===== src/rtl/bus_grant_encoder_pkg.sv =====
// Shared definitions for the bus grant encoder: requester count and FSM encoding.
package bus_grant_pkg;

    localparam int unsigned N_REQ = 8;
    localparam int unsigned IDX_W = 3;

    typedef enum logic {
        IDLE  = 1'b0,
        GRANT = 1'b1
    } state_t;

endpackage


===== src/rtl/bus_grant_encoder_rr_pick.sv =====
// Round-robin search: first set request bit at or after ptr, wrapping modulo N_REQ.
module rr_pick
    import bus_grant_pkg::*;
(
    input  logic [N_REQ-1:0] req,
    input  logic [IDX_W-1:0] ptr,
    output logic             hit,
    output logic [IDX_W-1:0] idx
);

    logic [IDX_W-1:0] pos;

    // Scan from the farthest offset down so the nearest set bit wins.
    always_comb begin
        hit = 1'b0;
        idx = '0;
        pos = '0;
        for (int k = N_REQ - 1; k >= 0; k--) begin
            pos = ptr + IDX_W'(k);
            if (req[pos]) begin
                hit = 1'b1;
                idx = pos;
            end
        end
    end

endmodule


===== src/rtl/bus_grant_encoder.sv =====
// Round-robin bus arbiter: holds one grant until done or a timeout forces release.
module bus_grant_encoder
    import bus_grant_pkg::*;
#(
    parameter int unsigned TIMEOUT = 15,
    parameter int unsigned CNT_W   = 8
) (
    input  logic             clk,
    input  logic             reset,
    input  logic [N_REQ-1:0] req,
    input  logic             done,
    output logic             grant_valid,
    output logic [IDX_W-1:0] grant_sel,
    output logic [N_REQ-1:0] grant_onehot,
    output logic             timeout
);

    localparam logic [CNT_W-1:0] CNT_LAST = CNT_W'(TIMEOUT - 1);

    state_t           state, state_nxt;
    logic [IDX_W-1:0] ptr, ptr_nxt;
    logic [IDX_W-1:0] sel_nxt;
    logic [CNT_W-1:0] cnt, cnt_nxt;
    logic             timeout_nxt;
    logic             pick_hit;
    logic [IDX_W-1:0] pick_idx;

    rr_pick u_rr_pick (
        .req (req),
        .ptr (ptr),
        .hit (pick_hit),
        .idx (pick_idx)
    );

    always_ff @(posedge clk) begin
        if (reset) begin
            state       <= IDLE;
            ptr         <= '0;
            grant_sel   <= '0;
            cnt         <= '0;
            grant_valid <= 1'b0;
            timeout     <= 1'b0;
        end else begin
            state       <= state_nxt;
            ptr         <= ptr_nxt;
            grant_sel   <= sel_nxt;
            cnt         <= cnt_nxt;
            grant_valid <= (state_nxt == GRANT);
            timeout     <= timeout_nxt;
        end
    end

    // Done outranks the timeout check; the release cycle always lands in IDLE.
    always_comb begin
        state_nxt   = state;
        ptr_nxt     = ptr;
        sel_nxt     = grant_sel;
        cnt_nxt     = cnt;
        timeout_nxt = 1'b0;
        case (state)
            IDLE: begin
                if (pick_hit) begin
                    state_nxt = GRANT;
                    sel_nxt   = pick_idx;
                    cnt_nxt   = '0;
                end
            end
            GRANT: begin
                if (done) begin
                    state_nxt = IDLE;
                    ptr_nxt   = grant_sel + IDX_W'(1);
                end else if (cnt == CNT_LAST) begin
                    state_nxt   = IDLE;
                    ptr_nxt     = grant_sel + IDX_W'(1);
                    timeout_nxt = 1'b1;
                end else begin
                    cnt_nxt = cnt + CNT_W'(1);
                end
            end
            default: state_nxt = IDLE;
        endcase
    end

    always_comb begin
        grant_onehot = '0;
        if (grant_valid) begin
            grant_onehot[grant_sel] = 1'b1;
        end
    end

endmodule


===== config.mk =====
export PLATFORM = sky130hd
export DESIGN_NAME = bus_grant_encoder
export DESIGN_NICKNAME = d
export VERILOG_FILES = /design/src/rtl/bus_grant_encoder_pkg.sv /design/src/rtl/bus_grant_encoder_rr_pick.sv /design/src/rtl/bus_grant_encoder.sv
export SDC_FILE = /design/constraint.sdc
export NUM_CORES = 1
export LEC_CHECK = 0
export BUFFER_PORTS_ARGS = -buffer_cell sky130_fd_sc_hd__buf_4
export CAP_MARGIN = 25
export CORE_MARGIN = 4
export CORE_UTILIZATION = 52
export CTS_CLUSTER_SIZE = 8
export DETAILED_ROUTE_END_ITERATION = 12
export PLACE_DENSITY_LB_ADDON = 0.1
export SYNTH_ARGS = -nofsm -noshare
export SYNTH_HDL_FRONTEND = slang
export SYNTH_SLANG_ARGS = --single-unit

===== constraint.sdc =====
create_clock -name clk -period 3.58 [get_ports clk]
set_input_delay 1.074 -clock clk [delete_from_list [all_inputs] [get_ports clk]]
set_output_delay 1.074 -clock clk [all_outputs]
set_load 0.02 [all_outputs]

After elaboration in Yosys (flattened, before gate mapping)
Cells that the tools add are included.
{ "totals": {"n_memories": 0, "input_bits": 11, "latch_bits": 0, "ff_bits": 16, "romBits": 0, "ram_bits": 0} }
{ "op_classes": {"n_addsub": 9, "eq_ne": 4, "magnitude_cmp": 10, "mux": 46, "n_shift": 0, "n_reduce_logical": 6, "n_div": 0, "bitwise_logic": 1, "n_mul": 0} }
{ "ops": {"columns": ["operator", "count"], "rows": [
  ["3-bit by 4-bit less-than comparator with 1-bit output, second input constant", 9],
  ["8-bit 2-to-1 mux", 4],
  ["3-bit 2-to-1 mux", 10],
  ["1-bit binary-select mux with 3-bit select", 8],
  ["1-bit 2-to-1 mux", 21],
  ["8-bit case mux with 2 select lines", 1],
  ["3-bit adder, second input constant", 4],
  ["8-bit by 1-bit adder with 8-bit output, second input constant", 1],
  ["8-bit by 4-bit == test with 1-bit output, second input constant", 1],
  ["3-bit by 1-bit adder with 3-bit output, second input constant", 2],
  ["3-bit by 2-bit adder with 3-bit output, second input constant", 2],
  ["2-bit inequality test, second input constant", 3],
  ["2-bit AND reduction", 2],
  ["1-bit demux with 3-bit select", 1],
  ["3-bit by 1-bit >= comparator with 1-bit output, second input constant", 1],
  ["3-bit AND reduction", 1],
  ["3-bit OR reduction", 1],
  ["1-bit case mux with 2 select lines", 1],
  ["2-bit nonzero test", 1],
  ["1-bit logical AND", 1],
  ["1-bit inverter", 1]
]} }

Longest topological paths before layout
Gate-level depths: netlist of run 1.
{ "logic_depth": {"ltp_word": 13, "ltp_mapped": 13, "mapped_depth_nobuf": 9} }

Hierarchy
From an unflattened synthesis of run 1, not the netlist that was laid out.
{ "hier_totals": {"hier_cells": 189, "hier_area_um2": 1637.8} }
{ "by_module_without_submodules": {"columns": ["module", "cells_each", "n_inst", "area_each_um2"], "rows": [
  ["bus_grant_encoder", 99, 1, 855.8],
  ["rr_pick", 90, 1, 782.0]
]} }

Worst setup path before layout of run 1
Ideal clock, no wire load.
{ "synth_path": {"path_type": "reg-to-reg", "start": "register ptr[1]", "end": "register cnt[3]", "setup_time_ns": 0.064, "n_path_buf": 4, "required_ns": 3.516, "stages_incl_launch_ff": 13, "period_less_slack_ns": 3.114, "arrival_time_ns": 3.050, "setup_slack_ns": 0.466, "cell_sequence": "dfxtp_1 > buf_6 > clkbuf_1 > inv_1 > ha_1 > clkbuf_1 > mux4_2 > mux2i_2 > nand2_1 > o31a_1 > buf_6 > or2_4 > nor2_1"} }
{ "synth_between": {"elab_chain_len": 13, "word_cells_on_any_way": 33} }
{ "synth_rtl": {"columns": ["item", "line", "rtl"], "rows": [
  ["start: declaration", "bus_grant_encoder.sv:21", "logic [IDX_W-1:0] ptr, ptr_nxt;"],
  ["start signal: assignment", "bus_grant_encoder.sv:45", "ptr <= ptr_nxt;"],
  ["3-bit adder", "bus_grant_encoder_rr_pick.sv:19", "pos = ptr + IDX_W'(k);"],
  ["1-bit binary-select mux with 3-bit select", "bus_grant_encoder_rr_pick.sv:20", "if (req[pos]) begin"],
  ["1-bit 2-to-1 mux (not written as such)", "bus_grant_encoder_rr_pick.sv:20", null],
  ["1-bit 2-to-1 mux (7 in a row)", "bus_grant_encoder_rr_pick.sv:20", null],
  ["1-bit 2-to-1 mux (*)", "bus_grant_encoder_rr_pick.sv:20", null],
  ["2-bit inequality test (no source line) (*)", null, null],
  ["3-bit AND reduction (no source line) (*)", null, null],
  ["end signal: assignment", "bus_grant_encoder.sv:47", "cnt <= cnt_nxt;"],
  ["end: declaration", "bus_grant_encoder.sv:23", "logic [CNT_W-1:0] cnt, cnt_nxt;"]
]} }
Mark *: on every way between the ends. The rest lies on a longest branch, timed or not. The select of a mux whose other input is x is not followed.
A chain may end at the register's enable or synchronous reset.

Worst setup path after layout of run 1
{ "layout_path": {"start": "input req[5]", "end": "register grant_sel[0]"} }
{ "layout_between": {"elab_chain_len": 11, "word_cells_on_any_way": 33} }
{ "layout_rtl": {"columns": ["item", "line", "rtl"], "rows": [
  ["start: declaration", "bus_grant_encoder.sv:10", "input logic [N_REQ-1:0] req,"],
  ["1-bit binary-select mux with 3-bit select", "bus_grant_encoder_rr_pick.sv:20", null],
  ["1-bit 2-to-1 mux (not written as such)", "bus_grant_encoder_rr_pick.sv:20", null],
  ["1-bit 2-to-1 mux (8 in a row)", "bus_grant_encoder_rr_pick.sv:20", null],
  ["2-bit AND reduction (no source line)", null, null],
  ["end signal: assignment", "bus_grant_encoder.sv:46", "grant_sel <= sel_nxt;"],
  ["end: declaration", "bus_grant_encoder.sv:13", "output logic [IDX_W-1:0] grant_sel,"]
]} }
Parallel ways exist; a longest one is shown, timed or not. The select of a mux whose other input is x is not followed.

==> results of run 1 <==
-- worst min-delay path, stage by stage (launching register included) --
cell and delay [ps]:
dfxtp_1 360, xor2_1 70, nor2_1 80
-- registers in the layout (all words and copies together), names as in the netlist --
signal,cells
grant_sel,3
cnt,8
ptr,3
timeout,1
state,1
-- layer usage --
| metal | global-route usage | up-vias |
|---|---|---|
| met5 | 0 | - |
| met4 | 0.0566 | 0 |
| met3 | 0.0444 | 6 |
| met2 | 0.293 | 58 |
| met1 | 0.278 | 698 |
| li1 | - | 739 |
-- synthesized netlist by cell type (all sizes together), types with 2 or more instances --
| library cell | count | share of area |
|---|---|---|
| buf | 6 | 0.030 |
| a31oi | 4 | 0.016 |
| mux4 | 12 | 0.17 |
| nand2 | 13 | 0.030 |
| xnor2 | 3 | 0.016 |
| nor2 | 30 | 0.070 |
| xor2 | 6 | 0.033 |
| a221oi | 2 | 0.011 |
| a311oi | 4 | 0.026 |
| a21oi | 14 | 0.044 |
| dfxtp | 16 | 0.20 |
| mux2 | 6 | 0.042 |
| clkbuf | 4 | 0.0093 |
| nand3 | 4 | 0.012 |
| nor4 | 2 | 0.0078 |
| nor3 | 6 | 0.019 |
| and2 | 2 | 0.0078 |
| o21ai | 3 | 0.0093 |
| o311ai | 2 | 0.011 |
| nand4 | 6 | 0.023 |
| ha | 5 | 0.039 |
| nand2b | 4 | 0.016 |
| inv | 8 | 0.019 |
| mux2i | 8 | 0.062 |
-- final timing paths --
| path | from | endpoint | slack (ps) | depth (start not counted) |
|---|---|---|---|---|
| worst min register to register | cnt[3] | cnt[3] | 530 | 2 |
| worst min-delay path | cnt[3] | cnt[3] | 530 | 2 |
| worst max register to register | ptr[0] | cnt[3] | 830 | 8 |
| worst max-delay path | req[5] | grant_sel[0] | 730 | 8 |
-- power breakdown --
group | switching, mW | internal [mW]
Clock | 0.0602 | 0.0620
Sequential | 0.0121 | 0.185
Combinational | 0.133 | 0.106
-- final cells by class --
class                   count  area, µm²
clock buffers               4       36.3
fillers                   248       1050
inverters                   8       30.0
multi-input cells         152       1190
flip-flops and latches     16        320
well taps                  31       38.8
repair buffers             25        188
-- cell families after synthesis --
| group | count (synthesis) | share of synthesized area |
|---|---|---|
| compound gates | 39 | 0.167 |
| xor+xnor | 9 | 0.0490 |
| fa+ha+maj | 5 | 0.0389 |
| buf+inv | 18 | 0.0584 |
| flops | 16 | 0.199 |
| mux | 26 | 0.272 |
| simple gates | 73 | 0.215 |
==> results.sh, run 1 <==
export IMPL_status="finished, final reports clean"
export IMPL_dpl_hpwl_um=2880
export IMPL_syn_area_per_cell_um2=8.64
export IMPL_antenna_left=0
export IMPL_synth_edff_count=0
export IMPL_diodes=0
export IMPL_final_cell_mix="nor2_1, buf_4, dfxtp_1"
export IMPL_ys_flop_type="dfxtp_1"
export IMPL_drt_met1_wl_um=1720
export IMPL_end_kind="flop"
export IMPL_clock_path_buffers=2
export IMPL_cts_inserted_buffers=3
export IMPL_worstPathCellList="buf_4, mux4_2, mux2_2, a21boi_1, o21ai_1, a2111oi_1, a31oi_1, a311oi_2"
export IMPL_critPathMaxStageDelay_ps=570
export IMPL_cts_hold_buf=0
export IMPL_avgViaCountPerCell=6.36
export IMPL_dp_slack_ps=455
export IMPL_tightest_slew_ps=854
export IMPL_setup_viol=0
export IMPL_wl_met2_um=1680
export IMPL_worst_slack_ps=728
export IMPL_hold_path_class="reg -> reg"
export IMPL_critPathSlowestCell="mux4_2"
export IMPL_initial_core_util=0.564
export IMPL_synth_seq_cells=16
export IMPL_dieArea_um2=4050
export IMPL_antenna_found_initial=0
export IMPL_cts_tree="built"
export IMPL_grt_max_degree=24
export IMPL_grt_overflow_total=0
export IMPL_fin_skew_ps=7.10
export IMPL_drt_total_wl_um=3730
export IMPL_relSlewSlack=0.430
export IMPL_synth_nets=202
export IMPL_rows=19
export IMPL_syn_inst=186
export IMPL_post_dp_cell_area_um2=1770
export IMPL_ys_types=46
export IMPL_fin_setup_tns_ps=0
export IMPL_numClockSinks=16
export IMPL_slew_viol_final=0
export IMPL_fmax_ghz=0.351
export IMPL_drive_gt1_frac=0.254
export IMPL_drc=0
export IMPL_cts_resized=0
export IMPL_post_drt_wl_per_cell_um=15.8
export IMPL_cts_htree_levels=1
export IMPL_cp_top_family="compound AO/OA/AOI/OAI gates"
export IMPL_finalCoreUtilization=0.633
export IMPL_critPathArrivalTime_ps=3060
export IMPL_cap_violations=0
export IMPL_wl_met3_um=268
export IMPL_dp_cells=232
export IMPL_cp_start_kind="input port"
export IMPL_power_leakage_nw=0.658
export IMPL_crit_fanout=8
export IMPL_first_pass_iters=4
export IMPL_drt_iter0_markers=82
export IMPL_area_growth_pct=12.4
export IMPL_yosysSeqAreaShare=0.199
export IMPL_root_buffer="clkbuf_4"
export IMPL_synthArstFlopShare=0
export IMPL_fin_crit_sh=0.797
export IMPL_grt_pass1_vias=1361
export IMPL_whs_ps=530
export IMPL_coreArea_um2=2850
export IMPL_layout_nets=222
export IMPL_topRoutingLayerUsed="met4"
export IMPL_port_buffers=23
export IMPL_power_mw=0.559
export IMPL_design_area_um2=1810
export IMPL_ioPinCount=24
export IMPL_clk_pin_slew_ps=100
export IMPL_layout_commonest_cell="nor2_1"
export IMPL_cts_setup_buffers=0
export IMPL_critical_path_class="in -> reg"
export IMPL_rsz0062_at_grt="false"
export IMPL_yosysWarnings=0
export IMPL_powerDensity_nw_per_um2=309
export IMPL_finalHoldViolCount=0
export IMPL_die_w_um=63.6
export IMPL_cp_num_buf_inv=1
export IMPL_period_needed_ps=2850
export IMPL_gp_congestion=0.893
export IMPL_ir_drop_mv=0.218
export IMPL_stdcell_count=236
export IMPL_num_vias=1501
export IMPL_netlist_area_um2=1610
export IMPL_die_h_um=63.6
export IMPL_grt_pass1_wl_um=6470
export IMPL_required_ps=3790
export IMPL_insertion_delay_ps=300
export IMPL_grt_util_all_layers=0.195
(Power assumes the default switching activity.)
==> inputs of run 2 (changes only) <==
clock period = 2.5 ns   (was 3.58 ns; I/O delays follow)
==> run 2 against run 1 <==
Flip-flop and latch count did not move. Worst hold slack better by 15 ps. Power grew 56%. Cell count up 14%. Final area up 19%. Register-to-register slack worse by 810 ps. Routed wire length increased by 21%. Worst setup slack worse by 720 ps. Sequential power increased by 46%. Utilization rose by 12 points. Non-clock buffer count is 34 higher. Global-route usage is 2.4 points higher. Largest cell class unchanged. Largest power group unchanged. Highest routed layer unchanged.
==> results.sh, run 2 (same netlist as run 1, synthesis figures left out) <==
export IMPL_status="finished, final reports clean"
export IMPL_rows=19
export IMPL_ir_drop_mv=0.349
export IMPL_hold_path_class="reg -> reg"
export IMPL_fin_crit_sh=0.999
export IMPL_period_needed_ps=2500
export IMPL_critical_path_class="in -> reg"
export IMPL_diodes=0
export IMPL_ioPinCount=24
export IMPL_first_pass_iters=4
export IMPL_gp_congestion=0.931
export IMPL_rsz0062_at_grt="true"
export IMPL_cp_start_kind="input port"
export IMPL_layout_nets=256
export IMPL_finalCoreUtilization=0.754
export IMPL_die_w_um=63.6
export IMPL_post_drt_wl_per_cell_um=16.8
export IMPL_relSlewSlack=0.690
export IMPL_grt_util_all_layers=0.219
export IMPL_dp_cells=263
export IMPL_avgViaCountPerCell=6.23
export IMPL_cts_tree="built"
export IMPL_dpl_hpwl_um=3480
export IMPL_initial_core_util=0.564
export IMPL_grt_pass1_wl_um=7180
export IMPL_top_regs="cnt (8), grant_sel (3), ptr (3)"
export IMPL_coreArea_um2=2850
export IMPL_top_register="cnt"
export IMPL_dieArea_um2=4050
export IMPL_required_ps=2700
export IMPL_num_vias=1675
export IMPL_drive_gt1_frac=0.395
export IMPL_crit_fanout=6
export IMPL_port_buffers=23
export IMPL_power_leakage_nw=0.850
export IMPL_grt_overflow_total=0
export IMPL_end_kind="flop"
export IMPL_clk_pin_slew_ps=80
export IMPL_fmax_ghz=0.401
export IMPL_largest_reg_flops=8
export IMPL_tightest_slew_ps=464
export IMPL_setup_viol=0
export IMPL_cts_hold_buf=0
export IMPL_grt_pass1_vias=1526
export IMPL_critPathMaxStageDelay_ps=540
export IMPL_numClockSinks=16
export IMPL_drt_total_wl_um=4520
export IMPL_fin_skew_ps=4.96
export IMPL_drt_iter0_markers=93
export IMPL_antenna_left=0
export IMPL_area_growth_pct=33.7
export IMPL_cts_htree_levels=1
export IMPL_final_cell_mix="buf_4, nor2_1, a21oi_1, dfxtp_1, nand2_1"
export IMPL_finalHoldViolCount=0
export IMPL_cts_inserted_buffers=3
export IMPL_layout_commonest_cell="buf_4"
export IMPL_root_buffer="clkbuf_4"
export IMPL_grt_max_degree=18
export IMPL_slew_viol_final=0
export IMPL_insertion_delay_ps=280
export IMPL_die_h_um=63.6
export IMPL_drc=0
export IMPL_cap_violations=0
export IMPL_stdcell_count=269
export IMPL_worstPathCellList="buf_4, mux4_2, mux2_2, a21boi_1, o21ai_1, a2111oi_1, a31oi_1, a311oi_2"
export IMPL_antenna_found_initial=0
export IMPL_clock_path_buffers=2
export IMPL_critPathArrivalTime_ps=2690
export IMPL_critPathSlowestCell="mux4_2"
export IMPL_powerDensity_nw_per_um2=406
run 2: cell types whose count changed in the layout (fill, tap and decap cells not counted), sizes merged:
cell,change
buf,+34
clkbuf,-1
run 2: critical path: cells and delay by family:
family	cells	cell delay (ps)
compound gates	5	960
mux	2	850
buf+inv	1	130
run 2: final timing paths:
kind              startpoint      endpoint  slack, ps  cells past startpoint
setup / recovery      req[1]  grant_sel[0]          3                      8
hold / removal        cnt[2]        cnt[2]        540                      2
setup reg to reg      ptr[1]  grant_sel[0]         20                      9
hold reg to reg       cnt[2]        cnt[2]        540                      2
run 2: area by class of cell:
class | count | area (µm²)
inverter | 8 | 35.0
tap | 31 | 38.8
clock buffer | 3 | 22.5
sequential | 16 | 325
fill | 210 | 703
timing repair buffer | 59 | 484
multi-input combinational | 152 | 1240
run 2: power by group:
part	total (mW)	leakage, nW	switching (mW)	internal, mW
Clock	0.130	0.0138	0.0742	0.0560
Combinational	0.455	0.705	0.223	0.232
Sequential	0.287	0.131	0.0221	0.265
Total	0.872	0.850	0.319	0.553
run 2: metrics by stage:
stage / TNS [ps] / hold slack [ps] / setup slack [ps] / total power, mW / instance area, µm²
2_1_floorplan: -290 / 487 / -58.0 / 0.564 / 1680
5_1_grt: -34.1 / 579 / -21.8 / 0.932 / 2150
4_1_cts: 0 / 544 / 1.97 / 0.843 / 2080
3_5_place_dp: -2210 / 529 / -263 / 0.713 / 2050
3_3_place_gp: -1720 / 520 / -213 / 0.703 / 2050
6_report: 0 / 545 / 3.41 / 0.872 / 2150
run 2: repair_timing:
item | in CTS | in global routing
resized for setup | 1 | 8
pin swaps | 0 | 2
setup endpoints to repair | 1 | 12
setup buffers | 0 | 3
run 2: routing by layer:
metal  routed length (µm)  track usage
met5                    0            0
met4                   57       0.0404
met3                  267       0.0462
met2                 2220        0.349
met1                 1980        0.306
